==> config.mk <==
export PLATFORM = sky130hd
export DESIGN_NAME = uart_rx_cfg
export DESIGN_NICKNAME = d
export VERILOG_FILES = /design/src/rtl/uart_rx_cfg.sv
export SDC_FILE = /design/constraint.sdc
export NUM_CORES = 1
export LEC_CHECK = 0
export CORE_MARGIN = 5
export CORE_UTILIZATION = 51
export DETAILED_ROUTE_END_ITERATION = 10
export PLACE_DENSITY = 0.75
export SLEW_MARGIN = 10
export SYNTH_ARGS = -nofsm -noshare
export SYNTH_HDL_FRONTEND = slang
export SYNTH_SLANG_ARGS = --single-unit
==> constraint.sdc <==
create_clock -name clk -period 1.9 [get_ports clk]
set_input_delay 0.285 -clock clk [delete_from_list [all_inputs] [get_ports clk]]
set_output_delay 0.285 -clock clk [all_outputs]
set_load 0.02 [all_outputs]
==> src/rtl/uart_rx_cfg.sv <==
// Parametrised UART receiver: 2-flop synchroniser, oversampled start validation,
// LSB-first data, optional parity, 1/2 stop bits. Define UART_RX_MAJORITY_VOTE_EN for 3-sample voting.
module uart_rx_cfg #(
  parameter int unsigned DATA_BITS = 8,
  parameter int unsigned OVS       = 8,
  parameter int unsigned PARITY    = 1,
  parameter int unsigned STOP_BITS = 1
) (
  input  logic                 clk,
  input  logic                 rst_n,
  input  logic                 tick_i,
  input  logic                 rx_i,
  input  logic                 full_i,
  output logic                 we_o,
  output logic [DATA_BITS-1:0] data_o,
  output logic                 parity_err_o,
  output logic                 frame_err_o,
  output logic                 overrun_o,
  output logic                 busy_o
);

  localparam int unsigned CW = $clog2(OVS);
  localparam int unsigned BW = $clog2(DATA_BITS + 1);
  localparam logic [CW-1:0] CNT_LAST = CW'(OVS - 1);
  localparam logic [BW-1:0] BIT_LAST = BW'(DATA_BITS);
  localparam logic [BW-1:0] STOP_LAST = BW'(STOP_BITS - 1);

`ifdef UART_RX_MAJORITY_VOTE_EN
  localparam logic [CW-1:0] CNT_DEC = CW'(OVS / 2);
  localparam logic [CW-1:0] CNT_V0  = CW'(OVS / 2 - 2);
  localparam logic [CW-1:0] CNT_V1  = CW'(OVS / 2 - 1);
`else
  localparam logic [CW-1:0] CNT_DEC   = CNT_LAST;
  localparam logic [CW-1:0] CNT_START = CW'(OVS / 2 - 1);
`endif

  typedef enum logic [2:0] {
    S_IDLE,
    S_START,
    S_DATA,
    S_PARITY,
    S_STOP,
    S_BREAK
  } state_t;

  state_t               state_q, state_d;
  logic [CW-1:0]        cnt_q, cnt_d;
  logic [BW-1:0]        bitn_q, bitn_d;
  logic [DATA_BITS-1:0] shift_q, shift_d;
  logic [DATA_BITS-1:0] data_q, data_d;
  logic                 par_q, par_d;
  logic                 stop_err_q, stop_err_d;
  logic                 we_q, we_d;
  logic                 perr_q, perr_d;
  logic                 ferr_q, ferr_d;
  logic                 ovr_q, ovr_d;
  logic                 sync1_q, sync2_q;
  logic                 rx_s;
  logic                 samp;
  logic                 par_bad;
  logic                 frame_bad;

  assign rx_s = sync2_q;

`ifdef UART_RX_MAJORITY_VOTE_EN
  logic [1:0] vote_q, vote_d;

  assign samp = (vote_q[0] & vote_q[1]) | (vote_q[0] & rx_s) | (vote_q[1] & rx_s);
`else
  assign samp = rx_s;
`endif

  always_comb begin
    if (PARITY == 1)      par_bad = ((^shift_q) ^ par_q) != 1'b1;
    else if (PARITY == 2) par_bad = ((^shift_q) ^ par_q) != 1'b0;
    else                  par_bad = 1'b0;
  end

  assign frame_bad = stop_err_q | ~samp;

  always_comb begin
    state_d    = state_q;
    cnt_d      = cnt_q;
    bitn_d     = bitn_q;
    shift_d    = shift_q;
    data_d     = data_q;
    par_d      = par_q;
    stop_err_d = stop_err_q;
    we_d       = 1'b0;
    perr_d     = 1'b0;
    ferr_d     = 1'b0;
    ovr_d      = 1'b0;
`ifdef UART_RX_MAJORITY_VOTE_EN
    vote_d     = vote_q;
`endif
    if (tick_i) begin
      cnt_d = (cnt_q == CNT_LAST) ? '0 : cnt_q + 1'b1;
`ifdef UART_RX_MAJORITY_VOTE_EN
      if (cnt_q == CNT_V0) vote_d[0] = rx_s;
      if (cnt_q == CNT_V1) vote_d[1] = rx_s;
`endif
      case (state_q)
        S_IDLE: begin
          cnt_d      = '0;
          bitn_d     = '0;
          stop_err_d = 1'b0;
          if (!rx_s) state_d = S_START;
        end
        S_START: begin
`ifdef UART_RX_MAJORITY_VOTE_EN
          // Vote ends past mid-bit; the start bit runs its full period so later windows stay bit-aligned.
          if (cnt_q == CNT_DEC && samp) begin
            state_d = S_IDLE;
            cnt_d   = '0;
          end else if (cnt_q == CNT_LAST) begin
            state_d = S_DATA;
          end
`else
          if (cnt_q == CNT_START) begin
            cnt_d   = '0;
            state_d = rx_s ? S_IDLE : S_DATA;
          end
`endif
        end
        S_DATA: begin
          if (cnt_q == CNT_DEC) begin
            shift_d = {samp, shift_q[DATA_BITS-1:1]};
            bitn_d  = bitn_q + 1'b1;
          end
          if (cnt_q == CNT_LAST && bitn_d == BIT_LAST) begin
            bitn_d  = '0;
            state_d = (PARITY != 0) ? S_PARITY : S_STOP;
          end
        end
        S_PARITY: begin
          if (cnt_q == CNT_DEC)  par_d   = samp;
          if (cnt_q == CNT_LAST) state_d = S_STOP;
        end
        S_STOP: begin
          if (cnt_q == CNT_DEC) begin
            if (bitn_q == STOP_LAST) begin
              cnt_d  = '0;
              bitn_d = '0;
              if (frame_bad) begin
                ferr_d  = 1'b1;
                state_d = S_BREAK;
              end else if (par_bad) begin
                perr_d  = 1'b1;
                state_d = S_IDLE;
              end else if (full_i) begin
                ovr_d   = 1'b1;
                state_d = S_IDLE;
              end else begin
                we_d    = 1'b1;
                data_d  = shift_q;
                state_d = S_IDLE;
              end
            end else begin
              stop_err_d = frame_bad;
              bitn_d     = bitn_q + 1'b1;
            end
          end
        end
        S_BREAK: begin
          cnt_d = '0;
          if (rx_s) state_d = S_IDLE;
        end
        default: begin
          state_d = S_IDLE;
          cnt_d   = '0;
        end
      endcase
    end
  end

  always_ff @(posedge clk or negedge rst_n) begin
    if (!rst_n) begin
      sync1_q    <= 1'b1;
      sync2_q    <= 1'b1;
      state_q    <= S_IDLE;
      cnt_q      <= '0;
      bitn_q     <= '0;
      shift_q    <= '0;
      data_q     <= '0;
      par_q      <= 1'b0;
      stop_err_q <= 1'b0;
      we_q       <= 1'b0;
      perr_q     <= 1'b0;
      ferr_q     <= 1'b0;
      ovr_q      <= 1'b0;
`ifdef UART_RX_MAJORITY_VOTE_EN
      vote_q     <= '1;
`endif
    end else begin
      sync1_q    <= rx_i;
      sync2_q    <= sync1_q;
      state_q    <= state_d;
      cnt_q      <= cnt_d;
      bitn_q     <= bitn_d;
      shift_q    <= shift_d;
      data_q     <= data_d;
      par_q      <= par_d;
      stop_err_q <= stop_err_d;
      we_q       <= we_d;
      perr_q     <= perr_d;
      ferr_q     <= ferr_d;
      ovr_q      <= ovr_d;
`ifdef UART_RX_MAJORITY_VOTE_EN
      vote_q     <= vote_d;
`endif
    end
  end

  assign we_o         = we_q;
  assign data_o       = data_q;
  assign parity_err_o = perr_q;
  assign frame_err_o  = ferr_q;
  assign overrun_o    = ovr_q;
  assign busy_o       = (state_q != S_IDLE);

endmodule

Word-level counts from Yosys, hierarchy flattened:

Cells that the tools add are included.

* add/subtract/negate cells: 2
* equality and inequality tests: 16
* muxes and demuxes: 50
* bitwise logic cells: 5
* reduce and logical (&&, ||, !) cells: 14

Operators with widths (number)
* $mux 3: 12
* $mux 1: 27
* $mux 4: 6
* $pmux 3 s6: 1
* $ne 2x2->1 const B: 8
* $pmux 4 s3: 1
* $eq 3x2->1 const B: 3
* $eq 3x3->1 const B: 3
* $pmux 3 s3: 1
* $reduce_and 3->1: 3
* $reduce_and 8->1: 1
* $reduce_xor 8->1: 1
* $reduce_and 7->1: 1
* $reduce_bool 3->1: 2
* $add 4x1->4 const B: 1
* $eq 4x4->1 const B: 1
* $logic_not 4->1: 1
* $reduce_and 4->1: 1
* $add 3x1->3 const B: 1
* $eq 3x1->1 const B: 1
* $logic_not 3->1: 1
* $not 1->1: 3
* $mux 2: 1
* $pmux 1 s2: 1
* 5 further kinds: 5

* flip-flop bits (word level): 34
* input bits: 5
* output and inout port bits: 13
* logic and storage cells: 100

Logic depth before layout (Yosys ltp):

* word-level depth: 8
* gate-level depth with buffers: 8
* mapped depth without buffers: 7

Worst setup path after synthesis:

No wires, ideal clock.

* path type: register to register
* start: reg cnt_q[0]
* end: reg data_q[0] (netlist: data_o[0])
* setup time: 0.125 ns
* arrival: 1.758 ns
* data required time: 1.775 ns
* slack: 0.018 ns
* cell stages (with the launch flop): 8
* buffers on the path: 1
* clock period less this slack: 1.882 ns
* cells stage by stage: dfrtp_1 -> ha_1 -> ha_1 -> clkbuf_1 -> nand3_1 -> nor3_1 -> nand2_4 -> mux2_2

* cells in the longest elaborated chain, start to end: 2

Ends and longest elaborated chain
* from (decl): line 47 `logic [CW-1:0] cnt_q, cnt_d;`
* from (signal assigned): line 198 `cnt_q <= cnt_d;`
* $eq 3x3->1: line 140 `if (cnt_q == CNT_DEC) begin`
* $reduce_and 7->1 (no line)
* to (signal assigned): line 201 `data_q <= data_d;`
* to (decl): line 50 `logic [DATA_BITS-1:0] data_q, data_d;`

No other way between the ends.
A chain may end at the register's enable or synchronous reset.

Final worst setup path:

* start: reg shift_q[2]
* end: reg data_q[3] (netlist: data_o[3])

* cells in the longest elaborated chain, start to end: 3

Ends and longest elaborated chain
* from (decl): line 49 `logic [DATA_BITS-1:0] shift_q, shift_d;`
* from (signal assigned): line 200 `shift_q <= shift_d;`
* $reduce_xor 8->1: line 74 `if (PARITY == 1) par_bad = ((^shift_q) ^ par_q) != 1'b1;`
* $xor 1x1->1: line 74
* $reduce_and 7->1 (no line)

No other way between the ends.

==> results.json <==
{
  "synthCells": 180,
  "clkLatencyLatePin_ns": 0.29,
  "hold_buffers": 0,
  "grt_pass1_wl_mm": 7.16,
  "syn_area_um2": 1870,
  "use_met3_pct": 5.26,
  "tightest_slew_ns": 0.414,
  "whs_endpoint": "rx_s",
  "first_iter_violations": 53,
  "rows": 22,
  "critical_path_buf_inv_count": 0,
  "yosys.area.top_type": "dfrtp_1",
  "critPathMaxStageDelay_ns": 0.46,
  "drive_above_1_share_pct": 31.4,
  "htree_num_levels": 2,
  "min_path_type": "reg -> reg",
  "drv_slew": 0,
  "final_nets": 232,
  "slew_headroom_pct": 72.4,
  "wl_per_cell_um": 15.3,
  "syn-num-nets": 192,
  "yosysWarnings": 0,
  "ys_top_cells_by_count": "32 x dfrtp_1, 18 x mux2_2, 12 x nor2_1",
  "avgSynthCellArea_um2": 10.4,
  "slowest_stage": "xnor3_1",
  "power.density_nw_per_um2": 995,
  "fin_crit_ns": 1.83,
  "core_um2": 3610,
  "die_w_um": 70.6,
  "grt_most_used_layer": "met2",
  "vdd_drop_max_mv": 0.744,
  "startpoint_type": "flop",
  "crit_chain": "xnor2_1 > xnor3_1 > xnor2_2 > nand2_4 > mux2_2",
  "maxCapViolCount": 0,
  "async_reset_ff_share_pct": 100,
  "route.detailed.drc": 0,
  "cp-end-kind": "flop",
  "diodes": 0,
  "synth_ff_type": "dfrtp_1",
  "hold_violations": 0,
  "cp_max_fo": 8,
  "seq_area_frac_synth_pct": 45.5,
  "r2r_slack_ns": 0.07,
  "whs_ns": 0.360,
  "dp.final_hpwl_mm": 2.97,
  "whs_path_depth": 0,
  "portBuffers": 17,
  "use_met2_pct": 29.3,
  "clockBufferDepth": 2,
  "drt_wl_total_mm": 4.11,
  "status": "completed",
  "start_util_pct": 52.0,
  "grt_usage_pct": 17.9,
  "yosysUniqueCellTypes": 40,
  "yosysMostFrequentCell": "dfrtp_1",
  "final-setup-viol-count": 0,
  "synth_edf_count": 0,
  "fin_skew_ns": 0.0124,
  "antenna_found_initial": 0,
  "grt_max_degree": 35,
  "clk_pin_slew_ns": 0.06,
  "cts_setup_buffers": 0,
  "place_congestion": 0.873,
  "r2r_start": "shift_q[2]",
  "timing.rr.end": "data_o[3]",
  "finalCritPeriodShare_pct": 96.3,
  "cts_tree": "yes",
  "viasPerCell": 5.53,
  "dr_total_vias": 1482,
  "arrival_ns": 2.00,
  "synth_seq_cells": 34,
  "syn2layout_area_growth_pct": 30.4,
  "cts_buffers": 5,
  "crit_family": "XOR/XNOR gates",
  "gr-usage-met1_pct": 22.7,
  "antenna_left": 0,
  "min-delay-start": "sync1_q",
  "worstSetupPathType": "reg -> reg",
  "pin_count": 18,
  "power_leakage_nw": 1.12,
  "reg2reg_depth": 5,
  "grt_overflow": 0,
  "die-area_um2": 4990,
  "clock-sinks": 34,
  "synth_top_area_share_pct": 42.7,
  "cp-startpoint": "shift_q[2]",
  "synthTopCellsByArea": "dfrtp_1 43%, mux2_2 11%, ha_1 4.7%",
  "grt_pass1_vias": 1559,
  "first_pass_iters": 5,
  "fin_setup_tns_ns": 0,
  "max_freq_mhz": 547,
  "root_buffer": "clkbuf_8",
  "fillers": 279,
  "rsz0062_at_grt": "true",
  "die_y_um": 70.6,
  "cp.depth": 5,
  "worst_ep_required_time_ns": 2.07
}
-- worst max path at each step --
stage | end
floorplan | data_o[0]
finish | data_o[3]
global placement | bitn_q[3]
global route | bitn_q[3]
CTS | data_o[3]
detailed placement | bitn_q[3]
-- worst reg2reg max path, delay by kind of cell, from the launching register on --
kind,cells,cell delay (ns)
simple gates,1,0.13
xor+xnor,3,0.81
mux,1,0.35
flops,1,0.42
-- state kept, by name, summed over array words and instances, names as in the netlist, 3 cells and up --
| signal | count |
|---|---|
| data_o | 8 |
| state_q | 3 |
| shift_q | 8 |
| bitn_q | 4 |
| cnt_q | 3 |
-- placed cells by master, fill, tap and decap left out, types with 3 or more instances in the layout --
master,netlist,routed
o21ai_0,10,8
nor2_1,12,12
nor2b_1,3,3
ha_1,7,4
mux2_2,18,18
nand3_1,7,7
clkbuf_8,0,6
ha_4,0,3
dfrtp_1,32,31
inv_1,11,11
a21oi_1,9,7
nand2_1,5,5
xnor2_1,6,5
clkdlybuf4s50_1,0,16
nor3_1,6,4
a31oi_1,4,4
nand4b_1,3,3
buf_4,1,25
nand2b_1,6,6
-- cells by family (layout without fill, tap and decap cells) --
logic type,after synthesis,in the layout,synth area share [%]
fa+ha+maj,7,7,4.67
simple gates,55,55,16.4
flops,34,34,45.5
xor+xnor,10,10,5.81
mux,19,19,11.3
buf+inv,20,60,4.34
compound gates,35,35,11.9
-- what timing repair did --
item,in CTS,in global routing
pin swaps,0,1
setup endpoints to repair,11,27
resized for setup,8,12
-- power breakdown --
group	total [mW]	leakage [nW]	switching, mW	internal, mW
logic	0.861	0.599	0.447	0.414
registers	0.902	0.459	0.114	0.788
clock network	0.670	0.0573	0.251	0.419
total	2.43	1.12	0.812	1.62
-- stage by stage --
stage          cell area, um^2  std cells  power [mW]  utilization, %  setup slack [ns]
3_3_place_gp              2250        261        1.67            62.5            0.0192
2_1_floorplan             1870        180        1.39               -            0.0176
5_1_grt                   2440        268        2.59            67.8          -0.00848
4_1_cts                   2390        268        2.39            66.2           0.00830
3_5_place_dp              2250        261        1.70            62.5            -0.108
6_report                  2440        268        2.43            67.8            0.0712
-- routing by layer --
layer  wire [um]  vias to the layer above
li1            -                      714
met1        1760                      722
met2        2060                       40
met3         241                        6
met4          48                        0
met5           0                        -
-- cell type report --
type                    instances  area [um^2]  share of cell area, %
clock buffers                   6         82.6                   3.38
inverters                      11         41.3                   1.69
clock inverters                 1         30.0                   1.23
well taps                      48         60.1                   2.46
multi-input cells             126         1020                   41.7
flip-flops and latches         34          855                   35.0
repair buffers                 42          357                   14.6
Note: power is estimated with default switching activity, not from simulation.
